**src/rtl/serial_priority_encoder_8_to_3.sv**
```systemverilog
// serial_priority_encoder_8_to_3
//
// Sequential 8-to-3 encoder. It captures an 8-bit request vector on load and
// presents the 3-bit index of each set bit, one per valid/ready handshake,
// in priority order. Once the last index has been accepted it reports that
// the vector is exhausted.
//
// Parameters
//   LSB_FIRST  0: d[7] has highest priority; 1: d[0] has highest priority
//
// Ports
//   clk    in   1  rising-edge clock
//   rst    in   1  asynchronous reset, active-high
//   d      in   8  request vector, sampled only when a load is accepted
//   load   in   1  capture d (accepted only in IDLE)
//   ready  in   1  consumer accepts a in this cycle
//   a      out  3  index of the current highest-priority pending bit
//   valid  out  1  a is meaningful
//   busy   out  1  vector in progress; load is ignored
//   done   out  1  1-cycle pulse after the last index is accepted
//   zero   out  1  1-cycle pulse when a load captured d == 8'h00
//
// All outputs come straight from flops. There is no combinational path from
// d, load or ready to any output.
//
// state | meaning
// ------+-------------------------------------------------------------
// IDLE  | no vector pending; a load of a nonzero d starts a scan
// SCAN  | pend holds the bits not yet emitted; a is valid

module serial_priority_encoder_8_to_3 #(
  parameter bit LSB_FIRST = 1'b0
) (
  input  logic       clk,
  input  logic       rst,
  input  logic [7:0] d,
  input  logic       load,
  input  logic       ready,
  output logic [2:0] a,
  output logic       valid,
  output logic       busy,
  output logic       done,
  output logic       zero
);

  typedef enum logic {IDLE, SCAN} state_t;

  state_t     state;
  logic [7:0] pend;
  logic [7:0] pend_clr;

  // Returns the winning index of v. The loop runs toward the highest-priority
  // bit, so the last set bit it sees is the one that wins.
  function automatic logic [2:0] pick(input logic [7:0] v);
    logic [2:0] idx;
    idx = 3'd0;
    if (LSB_FIRST) begin
      for (int i = 7; i >= 0; i--)
        if (v[i]) idx = 3'(i);
    end else begin
      for (int i = 0; i < 8; i++)
        if (v[i]) idx = 3'(i);
    end
    return idx;
  endfunction

  // a always mirrors pick(pend) while in SCAN. Clearing bit a therefore
  // retires exactly the index that is being handed over.
  assign pend_clr = pend & ~(8'b1 << a);

  always_ff @(posedge clk or posedge rst) begin
    if (rst) begin
      state <= IDLE;
      pend  <= 8'h00;
      a     <= 3'd0;
      valid <= 1'b0;
      busy  <= 1'b0;
      done  <= 1'b0;
      zero  <= 1'b0;
    end else begin
      done <= 1'b0;
      zero <= 1'b0;
      case (state)
        IDLE: begin
          if (load) begin
            if (d != 8'h00) begin
              pend  <= d;
              state <= SCAN;
              a     <= pick(d);
              valid <= 1'b1;
              busy  <= 1'b1;
            end else begin
              zero <= 1'b1;
            end
          end
        end
        SCAN: begin
          // load is deliberately ignored here, including on the final edge.
          if (valid && ready) begin
            pend <= pend_clr;
            if (pend_clr == 8'h00) begin
              state <= IDLE;
              a     <= 3'd0;
              valid <= 1'b0;
              busy  <= 1'b0;
              done  <= 1'b1;
            end else begin
              a <= pick(pend_clr);
            end
          end
        end
        default: begin
          state <= IDLE;
          pend  <= 8'h00;
          a     <= 3'd0;
          valid <= 1'b0;
          busy  <= 1'b0;
        end
      endcase
    end
  end

endmodule

```
**config.mk**
```make
export PLATFORM = sky130hd
export DESIGN_NAME = serial_priority_encoder_8_to_3
export DESIGN_NICKNAME = d
export VERILOG_FILES = /design/src/rtl/serial_priority_encoder_8_to_3.sv
export SDC_FILE = /design/constraint.sdc
export NUM_CORES = 1
export LEC_CHECK = 0
export ABC_AREA = 1
export BUFFER_PORTS_ARGS = -buffer_cell sky130_fd_sc_hd__clkbuf_2
export CAP_MARGIN = 30
export CORE_ASPECT_RATIO = 0.9
export CORE_MARGIN = 1.5
export CORE_UTILIZATION = 50
export CTS_BUF_LIST = sky130_fd_sc_hd__clkbuf_16
export CTS_CLUSTER_DIAMETER = 150
export DETAILED_ROUTE_END_ITERATION = 8
export PLACE_DENSITY = 0.86
export SYNTH_ARGS = -nofsm -noshare
export SYNTH_HDL_FRONTEND = slang
export SYNTH_SLANG_ARGS = --single-unit
```
**constraint.sdc**
```tcl
create_clock -name clk -period 1.65 [get_ports clk]
set_input_delay 0.165 -clock clk [delete_from_list [all_inputs] [get_ports clk]]
set_output_delay 0.165 -clock clk [all_outputs]
set_load 0.05 [all_outputs]
```
==> results of run 1 <==
cells by family after synthesis:
group	count (synthesis)	share of synthesized area, %
AND/OR/NAND/NOR	70	33.5
AO/OA/AOI/OAI	25	16.5
buffers and inverters	20	10.4
flip-flops	15	39.6
cells in the mapped netlist:
master / number
inv_1: 13
inv_2: 3
o21ai_2: 7
nand4_1: 2
nand3_1: 8
nand2_2: 5
buf_4: 2
dfrtp_1: 15
buf_12: 1
clkbuf_1: 1
o31ai_1: 1
nand3b_4: 1
nand3_2: 1
nor2_1: 9
nand2_1: 42
nor2_2: 2
o21ai_0: 9
o21ai_1: 5
a21oi_1: 2
o211ai_1: 1
area by class of cell:
class	count	share of cell area [%]
Multi-Input combinational cell	95	41.9
Tap cell	24	2.64
Inverter	16	5.28
Clock inverter	1	0.440
Timing Repair Buffer	21	10.1
Clock buffer	3	6.60
Sequential cell	15	33.0
worst paths after layout:
check,from,end,slack (ps)
worst max-delay path,a[0],a[1],130
worst min register to register,pend[2],pend[2],480
worst max register to register,a[0],a[1],130
worst min-delay path,load,zero,130
min in group asynchronous,rst,done,510
max in group asynchronous,rst,pend[3],750
power breakdown:
group	internal, µW	total (µW)	switching [µW]	leakage, µW
clock	323	468	145	0.0000409
sequential	520	660	140	0.000188
combinational	454	1500	1050	0.000411
total	1300	2630	1340	0.000640
sequential cells by signal (all words and copies together), names as in the netlist:
signal	flops
pend	8
a	3
busy	1
done	1
state	1
zero	1
layer usage:
metal  routed length, µm  share of wire, %  vias to the layer above
met5                   0                 0                        -
met4                  52               2.2                        0
met3                 161               7.0                        8
met2                1140                49                       41
met1                 965                42                      433
li1                    -                 -                      455
worst min-delay path: cells and delay by family:
| family | cells | cell delay [ps] |
|---|---|---|
| buf+inv | 2 | 130 |
| simple gates | 1 | 40 |
per-stage QoR:
step | hold slack [ps] | cells | instance area (µm²)
after global routing | 161 | 175 | 1140
after CTS | 132 | 175 | 1130
after floorplan | 66.5 | 130 | 948
after detailed placement | 240 | 170 | 1040
final | 133 | 175 | 1140
after global placement | 229 | 170 | 1040
what timing repair did:
| action | CTS | global route |
|---|---|---|
| endpoints found under the hold margin | 15 | 0 |
| setup endpoints to repair | 0 | 2 |
| buffers inserted | 0 | 0 |
| resized for setup | 0 | 1 |
| hold buffers | 1 | 0 |
==> metrics.cfg, run 1 <==
[route]
detailroute.via_count = 937
drt-total-wl_um = 2320
detailedRoute.firstIterationViolations = 44
avgRoutedWirePerCell_um = 13.2
dr.pass1.iters = 4
detail_route.vias_per_cell = 5.35
drt.antenna.violating_nets = 0
residual_drc_count = 0

[logic_synthesis]
synth_top_area_share_pct = 39.6
synth.avg_cell_area_um2 = 7.30
synth.yosys.seq_area_share_pct = 39.6
number_of_distinct_library_cells_after_synthesis = 20
synth_seq_cells = 15
syn_area_um2 = 948
synth.net_count = 142
count_of_yosys_warnings_during_synthesis = 0
synth_area_leader_cell = dfrtp_1
gate_count_of_the_mapped_netlist = 130
post_synth_main_area_contributors = dfrtp_1, nand2_1, o21ai_2

[clock_tree]
cts.root.buffer_cell = clkbuf_16
tritoncts = built
clock_sink_count = 15
insertion_delay_ps = 240
cts_buffer_depth = 2
cts_htree_levels = 1
cts_buffers = 3
clock_edge_transition_at_the_registers_on_the_reported_setup_and_hold_paths_ps = 50

[finish]
seqCellArea_um2 = 375
diodes = 0
layout_common_cells = nand2_1, clkbuf_2, dfrtp_1, inv_1, o21ai_0
signed_area_change_from_the_synthesized_netlist_to_the_final_layout_pct = 19.9
layout_filler_cell_count = 140
multi_input_gate_area_in_the_final_layout_um2 = 477
most_common_cell_after_layout_fill_and_taps_aside = nand2_1
nets = 164
drive_gt1_share_pct = 29.1
postLayoutCoreUtil_pct = 65.6

[placement]
place.port_buffers = 18
hpwl_um = 1660
placement.setup.worst_slack_ps = 205
place_congestion = 0.894

[setup_path]
arrival_ps = 1650
timing.critical_path.slowest_cell_delay_ps = 460
r2r_cells = 8
cpMaxStageDelayCell = dfrtp_1
critical_path.top_delay_family = simple AND/OR/NAND/NOR gates
critical_path_depth = 8
cp_num_buf_inv = 1
category_of_the_worst_setup_path_capture_point = flop
path_cells = inv_1 > nand3_1 > nand2_1 > nand2_1 > nor2_2 > nand2_1 > nand3_1 > o21ai_1
critical-path-top-cell-by-count = nand2_1
critical_path_required_ps = 1780
worstSetupStartpointType = flop
highest_net_fanout_along_the_worst_path = 7
setup.worst_path.class = reg -> reg

[run]
max-cap-violations = 0

[global_route]
grt_use_total_pct = 24.0
globalRouteMet2Util_pct = 43.3
globalRoute.totalOverflow = 0
grt_start_max_net_pins = 18
global_route.peak_usage_layer = met2
globalRouteMet1Util_pct = 26.3
met3_usage_pct = 8.45
antenna_violations_before_repair = 0
grt_first_pass_wirelength_um = 3840
vias_in_the_first_global_route = 888

[outcome]
outcome = finished clean

[timing]
report.final.slew_viol_count = 0
unrepaired_setup_endpoints_after_global_routing = no
timing.final.crit_share_pct = 92.4
fin_worst_skew_ps = 2.38
slew-limit-headroom_pct = 60.0
setup_ws_ps = 126
hold_vio_cnt_final = 0
timing.final.crit_period_ps = 1520
setup_tns_ps = 0
setup_violations = 0
worst_pin_slew_ps = 599
max_freq_mhz = 656

[floorplan]
core_area_um2 = 1730
std_cell_rows = 14
die-area_um2 = 2170
floorplan.initialDensity_pct = 54.7
die_w_um = 48.9
pin_count = 19
dieHeight_um = 44.3

[power]
leakage_uw = 0.000640
vdd_ir_drop_max_v = 0.00139
power_density_nw_per_um2 = 2310
power.total_uw = 2630

[min_path]
worstHoldPathCells = 3
holdCritPathClass = in -> reg

No activity file was read; power rests on OpenSTA's default activity.
==> run 2: changes to the inputs <==
==> constraint.sdc (replaced) <==
create_clock -name clk -period 1.8 [get_ports clk]
set_input_delay 0.18 -clock clk [delete_from_list [all_inputs] [get_ports clk]]
set_output_delay 0.18 -clock clk [all_outputs]
set_load 0.05 [all_outputs]
==> run 2 against run 1 <==
  * Count of clock-buffer cells in the layout is the same
  * Sequential power decreased by 7.9%
  * Largest power group unchanged
  * Sequential share of layout area rose by 0.29 points
  * Cell count decreased by 0.57%
  * Routed wire length down 1.9%
  * Design area is 0.88% lower
  * First-iteration DRC count is 45% lower
  * Critical path type unchanged
  * Die area stayed put
==> metrics.cfg, run 2 (synthesized netlist as in run 1, its figures left out) <==
[power]
vdd_ir_drop_max_v = 0.00122  ; -13%
p_switching_uw = 1180  ; -11%
power.share.combinational_pct = 55.5  ; -1.7 points
sequentialPowerShare_pct = 25.8  ; +0.7 points
pwr-share-clk_pct = 18.7  ; +0.9 points
p_int_uw = 1170  ; -9.9%
power.switching_fraction_pct = 50.3  ; -0.40 points
power_density_nw_per_um2 = 2090  ; -9.8%
leakage_uw = 0.000635  ; -0.79%

[setup_path]
setup.worst_path.class = reg -> reg
arrival_ps = 1590  ; -60 ps
critical_path_required_ps = 1940  ; +160 ps
worstSetupStartpointType = flop
category_of_the_worst_setup_path_capture_point = flop
cpMaxStageDelayCell = dfrtp_1
critical_path.top_delay_family = simple AND/OR/NAND/NOR gates
cp_num_buf_inv = 2  ; +1
timing.critical_path.slowest_cell_delay_ps = 440  ; -20 ps
highest_net_fanout_along_the_worst_path = 6  ; -1
path_cells = inv_1 > nand2_1 > o21ai_1 > nand2_1 > nor2_1 > nand4_1 > nand3_1 > inv_1
r2r_setup_slack_ps = 340  ; +220 ps

[timing]
fin_worst_skew_ps = 1.01  ; -1.38 ps
setup_violations = 0  ; unchanged
unrepaired_setup_endpoints_after_global_routing = no
slew-limit-headroom_pct = 60.8  ; +0.75 points
fin_hold_ws_ps = 198  ; +65.3 ps
hold_vio_cnt_final = 0  ; unchanged
max_freq_mhz = 687  ; +4.7%
setup_tns_ps = 0  ; unchanged
timing.final.crit_share_pct = 80.9  ; -11 points
report.final.slew_viol_count = 0  ; unchanged
timing.final.crit_period_ps = 1460  ; -68.0 ps
worst_pin_slew_ps = 587  ; -11.2 ps

[global_route]
globalRouteMet2Util_pct = 41.4  ; -1.9 points
met3_usage_pct = 6.42  ; -2.0 points
antenna_violations_before_repair = 0  ; unchanged
globalRouteMet1Util_pct = 28.4  ; +2.1 points
vias_in_the_first_global_route = 832  ; -6.3%
global_route.peak_usage_layer = met2
grt_first_pass_wirelength_um = 3750  ; -2.3%
grt_start_max_net_pins = 20  ; +2
grt_use_total_pct = 24.0  ; -0.039 points
globalRoute.totalOverflow = 0  ; unchanged

[floorplan]
die_w_um = 48.9  ; unchanged
std_cell_rows = 14  ; unchanged
dieHeight_um = 44.3  ; unchanged
die-area_um2 = 2170  ; unchanged
pin_count = 19  ; unchanged
floorplan.initialDensity_pct = 54.7  ; unchanged
core_area_um2 = 1730  ; unchanged

[route]
avgRoutedWirePerCell_um = 13.1  ; -1.3%
dr.pass1.iters = 4  ; unchanged
drt-total-wl_um = 2270  ; -1.9%
drt.antenna.violating_nets = 0  ; unchanged
detail_route.vias_per_cell = 5.34  ; -0.18%
detailedRoute.firstIterationViolations = 24  ; -45%
residual_drc_count = 0  ; unchanged
detailroute.via_count = 930  ; -0.75%

[finish]
reg_top3 = pend (8), a (3)
top_register = pend
largest_register_ffs = 8  ; unchanged
layout_common_cells = nand2_1, clkbuf_2, dfrtp_1, inv_1
postLayoutCoreUtil_pct = 65.0  ; -0.58 points
seqCellArea_um2 = 375  ; unchanged
drive_gt1_share_pct = 28.0  ; -1.1 points
most_common_cell_after_layout_fill_and_taps_aside = nand2_1
layout_filler_cell_count = 152  ; +8.6%
diodes = 0  ; unchanged
signed_area_change_from_the_synthesized_netlist_to_the_final_layout_pct = 18.9
multi_input_gate_area_in_the_final_layout_um2 = 474  ; -0.52%
nets = 163  ; -0.61%

[min_path]
holdCritPathClass = in -> reg

[outcome]
outcome = finished clean

[clock_tree]
cts.root.buffer_cell = clkbuf_16
clock_sink_count = 15  ; unchanged
cts_buffer_depth = 2  ; unchanged
cts_htree_levels = 1  ; unchanged
insertion_delay_ps = 250  ; about the same
clock_edge_transition_at_the_registers_on_the_reported_setup_and_hold_paths_ps = 50  ; about the same
tritoncts = built
postCtsSetupBuffers = 0  ; unchanged
cts_buffers = 3  ; unchanged

[placement]
hpwl_um = 1560  ; -6.0%
place.port_buffers = 18  ; unchanged
place_congestion = 0.839  ; -6.1%

[run]
max-cap-violations = 0  ; unchanged

-- run 2: changes by cell type in the layout (fill, tap and decap cells not counted) --
cell    delta
buf_4      -1
nor2_1     +1
nor2_2     -1
-- run 2: final timing paths --
| path | startpoint | end | depth (start not counted) |
|---|---|---|---|
| min in group asynchronous | rst | pend[6] | 3 |
| max | a[1] | state | 8 |
| min reg2reg | pend[3] | pend[3] | 2 |
| max in group asynchronous | rst | pend[0] | 3 |
| max reg2reg | a[1] | state | 8 |
| min | load | zero | 3 |
-- run 2: worst register-to-register path: stages (launching register included) --
cell and delay, ps:
dfrtp_1 440, inv_1 150, nand2_1 110, o21ai_1 170, nand2_1 70, nor2_1 130, nand4_1 130, nand3_1 90
inv_1 50
-- run 2: routing by layer --
metal  up-vias  wire, µm  part of all wire (%)
li1        459         -                     -
met2        33      1130                    50
met4         0        61                   2.7
met3         8       139                   6.1
met5         -         0                     0
met1       430       941                    41
-- run 2: through the flow --
step / instances / power, µW / setup WS, ps / instance area (µm²)
2_1_floorplan: 130 / 1710 / 286 / 948
5_1_grt: 174 / 2560 / 203 / 1130
4_1_cts: 174 / 2360 / 341 / 1130
3_5_place_dp: 169 / 1890 / 383 / 1040
6_report: 174 / 2350 / 344 / 1130
3_3_place_gp: 169 / 1860 / 389 / 1040
-- run 2: cell type report --
type	instances	share of cell area, %
clock inverters	1	0.444
flip-flops and latches	15	33.3
repair buffers	20	9.54
well taps	24	2.66
clock buffers	3	6.66
multi-input cells	95	42.1
inverters	16	5.33
-- run 2: power by group through the flow --
stage	Clock [µW]	Sequential [µW]	Combinational, µW
after global placement	0	599	1260
after detailed placement	0	602	1290
after CTS	446	606	1310
after floorplan	0	752	955
final	440	608	1310
after global routing	465	623	1470
-- run 2: repair_timing --
| action | 4_1_cts | 5_1_grt |
|---|---|---|
| hold buffers | 1 | 0 |
| gates resized for setup | 0 | 0 |
| endpoints found under the hold margin | 15 | 0 |
